File: src/rtl/clock_strobe_gen.sv
// Lock-qualified reset and per-channel strobe generator for a PLL clock domain.
// Build option: define CLOCK_STROBE_GEN_LOSS_COUNT_EN to implement the saturating loss counter.
module clock_strobe_gen #(
  parameter int                        NUM_CH    = 2,
  parameter int                        DIV_W     = 10,
  parameter logic [NUM_CH*DIV_W-1:0]   DIVS      = {10'd6, 10'd4},
  parameter int                        LOCK_WAIT = 16
) (
  input  logic              clock,
  input  logic              reset_n,
  input  logic              locked,
  input  logic              lost_clear,
  output logic              core_reset_n,
  output logic [NUM_CH-1:0] strobe,
  output logic              lost_lock,
  output logic [7:0]        loss_count,
  output logic [1:0]        dbg_state
);

  localparam logic [1:0] ST_WAIT_LOCK = 2'd0;
  localparam logic [1:0] ST_SETTLE    = 2'd1;
  localparam logic [1:0] ST_RUN       = 2'd2;
  localparam logic [7:0] SETTLE_LAST  = 8'(LOCK_WAIT - 1);

  logic       sync1_q, locked_sync_q;
  logic [1:0] state_q, state_d;
  logic [7:0] settle_q, settle_d;
  logic       core_rst_q, core_rst_d;
  logic       lost_q, lost_d;
  logic       loss_event;
  logic       stay_run;

  always_ff @(posedge clock or negedge reset_n) begin
    if (!reset_n) begin
      sync1_q       <= 1'b0;
      locked_sync_q <= 1'b0;
      state_q       <= ST_WAIT_LOCK;
      settle_q      <= 8'd0;
      core_rst_q    <= 1'b0;
      lost_q        <= 1'b0;
    end else begin
      sync1_q       <= locked;
      locked_sync_q <= sync1_q;
      state_q       <= state_d;
      settle_q      <= settle_d;
      core_rst_q    <= core_rst_d;
      lost_q        <= lost_d;
    end
  end

  always_comb begin
    state_d  = state_q;
    settle_d = 8'd0;
    case (state_q)
      ST_WAIT_LOCK: begin
        if (locked_sync_q) state_d = ST_SETTLE;
      end
      ST_SETTLE: begin
        if (!locked_sync_q) begin
          state_d = ST_WAIT_LOCK;
        end else if (settle_q == SETTLE_LAST) begin
          state_d = ST_RUN;
        end else begin
          settle_d = settle_q + 8'd1;
        end
      end
      ST_RUN: begin
        if (!locked_sync_q) state_d = ST_WAIT_LOCK;
      end
      default: state_d = ST_WAIT_LOCK;
    endcase
  end

  // Only a loss from RUN is a real lock loss; drops during SETTLE are ignored.
  assign loss_event = (state_q == ST_RUN) && !locked_sync_q;
  assign stay_run   = (state_q == ST_RUN) && (state_d == ST_RUN);

  always_comb begin
    core_rst_d = (state_d == ST_RUN);
    lost_d     = loss_event | (lost_q & ~lost_clear);
  end

  assign core_reset_n = core_rst_q;
  assign lost_lock    = lost_q;
  assign dbg_state    = state_q;

  // Dividers restart together on RUN entry so every channel is phase-aligned.
  for (genvar g = 0; g < NUM_CH; g++) begin : g_ch
    localparam logic [DIV_W-1:0] DIV_LAST = DIVS[g*DIV_W +: DIV_W] - 1'b1;
    logic [DIV_W-1:0] div_q, div_d;

    always_comb begin
      div_d = '0;
      if (stay_run && (div_q != DIV_LAST)) div_d = div_q + DIV_W'(1);
    end

    always_ff @(posedge clock or negedge reset_n) begin
      if (!reset_n) div_q <= '0;
      else          div_q <= div_d;
    end

    assign strobe[g] = (state_q == ST_RUN) && (div_q == DIV_LAST);
  end

`ifdef CLOCK_STROBE_GEN_LOSS_COUNT_EN
  logic [7:0] loss_cnt_q, loss_cnt_d;

  always_comb begin
    loss_cnt_d = loss_cnt_q;
    if (loss_event && (loss_cnt_q != 8'hFF)) loss_cnt_d = loss_cnt_q + 8'd1;
  end

  always_ff @(posedge clock or negedge reset_n) begin
    if (!reset_n) loss_cnt_q <= 8'd0;
    else          loss_cnt_q <= loss_cnt_d;
  end

  assign loss_count = loss_cnt_q;
`else
  assign loss_count = 8'd0;
`endif

endmodule

File: config.mk
export PLATFORM = sky130hd
export DESIGN_NAME = clock_strobe_gen
export DESIGN_NICKNAME = d
export VERILOG_FILES = /design/src/rtl/clock_strobe_gen.sv
export SDC_FILE = /design/constraint.sdc
export NUM_CORES = 1
export LEC_CHECK = 0
export CAP_MARGIN = 20
export CORE_UTILIZATION = 62
export CTS_BUF_LIST = sky130_fd_sc_hd__clkbuf_8
export CTS_CLUSTER_SIZE = 20
export DETAILED_ROUTE_END_ITERATION = 8
export GPL_TIMING_DRIVEN = 0
export PLACE_DENSITY = 0.87
export SYNTH_ARGS = -nofsm -noshare
export SYNTH_HDL_FRONTEND = slang
export SYNTH_SLANG_ARGS = --single-unit
export TNS_END_PERCENT = 30
File: constraint.sdc
create_clock -name clock -period 3.4 [get_ports clock]
set_input_delay 0.34 -clock clock [delete_from_list [all_inputs] [get_ports clock]]
set_output_delay 0.34 -clock clock [all_outputs]
set_load 0.01 [all_outputs]
==> load_flow_metrics.sql <==
INSERT INTO impl_metrics (metric_group, metric, value, unit) VALUES
('die', 'die_h', '53.71', 'µm'),
('synthesis', 'yosys.cell_count.top_type', 'sky130_fd_sc_hd__dfrtp_1', ''),
('critical_path', 'reg2reg_slack', '1.56', 'ns'),
('finish', 'antenna_cells', '0', ''),
('clocking', 'cts.repair.resized', '0', ''),
('outcome', 'run_status', 'finished, final reports clean', ''),
('global_routing', 'number_of_antenna_violations_at_the_first_check_in_global_routing', '0', ''),
('finish', 'areaGrowthSynthToFinish', '13.74', '%'),
('die', 'design.die.area', '0.002885', 'mm²'),
('critical_path', 'cpLargestDelayFamily', 'simple AND/OR/NAND/NOR gates', ''),
('synthesis', 'postSynthCellCount', '161', ''),
('route', 'viasPerCell', '6.014', ''),
('sta', 'finClkSkew', '0.004918', 'ns'),
('power_and_ir_drop', 'power.density_cell_area', '377.8', 'mW/mm²'),
('synthesis', 'syn_avg_cell_area', '10.30', 'µm²'),
('die', 'std_cell_rows', '18', ''),
('synthesis', 'synthTopCellsByCount', 'sky130_fd_sc_hd__dfrtp_1, sky130_fd_sc_hd__a21oi_1, sky130_fd_sc_hd__nor2_1', ''),
('sta', 'setup_tns', '0', 'ns'),
('clocking', 'clk_path_buf_depth', '2', ''),
('placement', 'globalplace.congestion', '0.7152', ''),
('sta', 'fmaxAchievable', '372.8', 'MHz'),
('clocking', 'postCtsSetupBuffers', '0', ''),
('power_and_ir_drop', 'power.static_leakage', '0.0008031', 'µW'),
('placement', 'hpwlAfterDp', '2.095', 'mm'),
('sta', 'timing.max_slew.rel_slack', '46.87', '%'),
('critical_path', 'worst-path-max-fanout', '4', ''),
('die', 'ios', '18', ''),
('sta', 'max_slew.worst_pin.slew', '0.7896', 'ns'),
('hold_path', 'worst_hold_path_class', 'in2async', ''),
('route', 'drc_errors', '0', ''),
('die', 'placeableCoreArea', '0.002500', 'mm²'),
('route', 'first_iter_violations', '19', ''),
('sta', 'final_hold_viol_count', '0', ''),
('finish', 'final_cells', '214', ''),
('finish', 'n_fill_cell', '176', ''),
('synthesis', 'synth_enable_flop_cells', '0', ''),
('finish', 'drive_above_1_share', '11.41', '%'),
('placement', 'dpl_worst_slack', '1.053', 'ns'),
('global_routing', 'grt_first_pass_wirelength', '5.161', 'mm'),
('critical_path', 'startpoint_type', 'flop', ''),
('clocking', 'clk-insertion-delay-late', '0.28', 'ns'),
('sta', 'worst_hold_slack', '0.1103', 'ns'),
('finish', 'final_standard_cell_utilization_of_the_core', '75.43', '%'),
('critical_path', 'data_arrival_at_the_endpoint_of_the_critical_path', '2.34', 'ns'),
('synthesis', 'synthDistinctLibCells', '36', ''),
('clocking', 'cts_made_buffers', '5', ''),
('clocking', 'cts.sink_count', '34', ''),
('critical_path', 'setup_crit_path_kind', 'reg2out', ''),
('global_routing', 'track_usage', '26.06', '%'),
('global_routing', 'global_route.overflow_total', '0', ''),
('synthesis', 'postSynth.asyncResetShare', '100.0', '%'),
('critical_path', 'required', '3.06', 'ns'),
('sta', 'setup_repair_after_global_routing_missed_its_margin', 'false', ''),
('clocking', 'path_clk_slew', '0.07', 'ns'),
('clocking', 'root_buffer', 'sky130_fd_sc_hd__clkbuf_8', ''),
('route', 'avgRoutedWirePerCell', '14.42', 'µm'),
('power_and_ir_drop', 'largest_vdd_supply_drop', '371.4', 'µV'),
('sta', 'report.final.slew_viol_count', '0', ''),
('clocking', 'tritoncts', 'built', ''),
('sta', 'post-route-min-period', '2.682', 'ns'),
('critical_path', 'cp_cell_sequence', 'ha_1 -> or4b_4 -> nor4_1 -> clkdlybuf4s50_1', ''),
('global_routing', 'vias_in_the_first_global_route', '1233', ''),
('route', 'drt-total-wl', '3.085', 'mm'),
('clocking', 'clock_tree.htree_level_count', '2', ''),
('synthesis', 'yosys_warnings', '0', ''),
('clocking', 'cts-hold-fix-buffers', '0', ''),
('synthesis', 'postSynth.topFlopCell', 'sky130_fd_sc_hd__dfrtp_1', ''),
('critical_path', 'cpMaxStageDelayCell', 'sky130_fd_sc_hd__clkdlybuf4s50_1', ''),
('placement', 'numPortBuffers', '9', ''),
('critical_path', 'buffer_and_inverter_count_on_the_worst_path', '1', ''),
('synthesis', 'synth_top_cell_area_share', '51.32', '%');
[kinds of logic (layout without fill, tap and decap cells)]
| family | count (synthesis) | after routing | share of synthesized area [%] |
|---|---|---|---|
| and+or+nand+nor | 61 | 61 | 21.06 |
| other | 1 | 8 | 0.2262 |
| DFF | 34 | 34 | 51.32 |
| xor gates and xnor gates | 7 | 7 | 3.698 |
| adders and majority gates | 4 | 4 | 3.019 |
| buffers and inverters | 17 | 33 | 5.660 |
| AOI/OAI and AO/OA | 37 | 37 | 15.02 |
[layer usage]
metal | vias up | track usage (%) | share of wire, %
li1 | 623 | - | -
met1 | 629 | 29.74 | 41
met2 | 31 | 44.24 | 53
met3 | 4 | 9.322 | 4.0
met4 | 0 | 10.09 | 1.0
met5 | - | 0 | 0
[cell usage in the layout (no fill, tap or decap), drive strengths merged, types with 2 or more instances in the layout]
cell,netlist,routed
nor2,12,12
nand2,6,6
dfrtp,34,34
nand4,5,5
xnor2,4,4
a21oi,12,12
o21a,2,2
or4,5,5
nor2b,2,2
buf,8,9
clkbuf,0,5
clkinv,0,2
nand2b,2,2
ha,4,4
nand3,10,10
nand3b,2,2
o31ai,5,5
a311oi,2,2
xor2,3,3
nor4,2,2
inv,9,9
nor3,3,3
o21ai,9,9
conb,1,8
or3,8,8
o21ba,2,2
clkdlybuf4s50,0,8
[final cells by class]
type | count | area, µm² | area share (%)
clock buffers | 5 | 68.82 | 3.650
multi-input cells | 117 | 739.5 | 39.22
plain buffers | 8 | 60.06 | 3.185
well taps | 30 | 37.54 | 1.991
clock inverters | 2 | 10.01 | 0.5309
inverters | 9 | 33.78 | 1.792
flip-flops and latches | 34 | 850.8 | 45.12
repair buffers | 9 | 85.08 | 4.512
[state kept, by name, indices dropped and copies added, names as in the netlist]
name           cells
lost_lock          1
settle_q           8
locked_sync_q      1
g_ch.div_q        20
core_reset_n       1
dbg_state          2
sync1_q            1
[path summary, 6_finish.rpt]
path,startpoint,endpoint,cells past startpoint
max,g_ch[0].div_q[0],strobe[0],4
min,reset_n,g_ch[1].div_q[2],1
max reg2reg,g_ch[0].div_q[0],g_ch[0].div_q[5],4
min reg2reg,sync1_q,locked_sync_q,0
max in group asynchronous,reset_n,g_ch[1].div_q[6],1
min in group clock,sync1_q,locked_sync_q,0
[per-stage QoR]
stage / instance area [µm²] / total power, µW
2_1_floorplan: 1684 / 432.9
3_3_place_gp: 1812 / 446.3
3_5_place_dp: 1807 / 446.8
4_1_cts: 1886 / 721.1
5_1_grt: 1886 / 746.8
6_report: 1886 / 712.4
[power breakdown]
group | internal (µW) | switching (µW) | total, µW
clock | 137 | 136 | 273
combinational | 11.7 | 16.6 | 28.4
sequential | 407 | 3.47 | 411
total | 556 | 156 | 712
No activity file was read; power rests on OpenSTA's default activity.
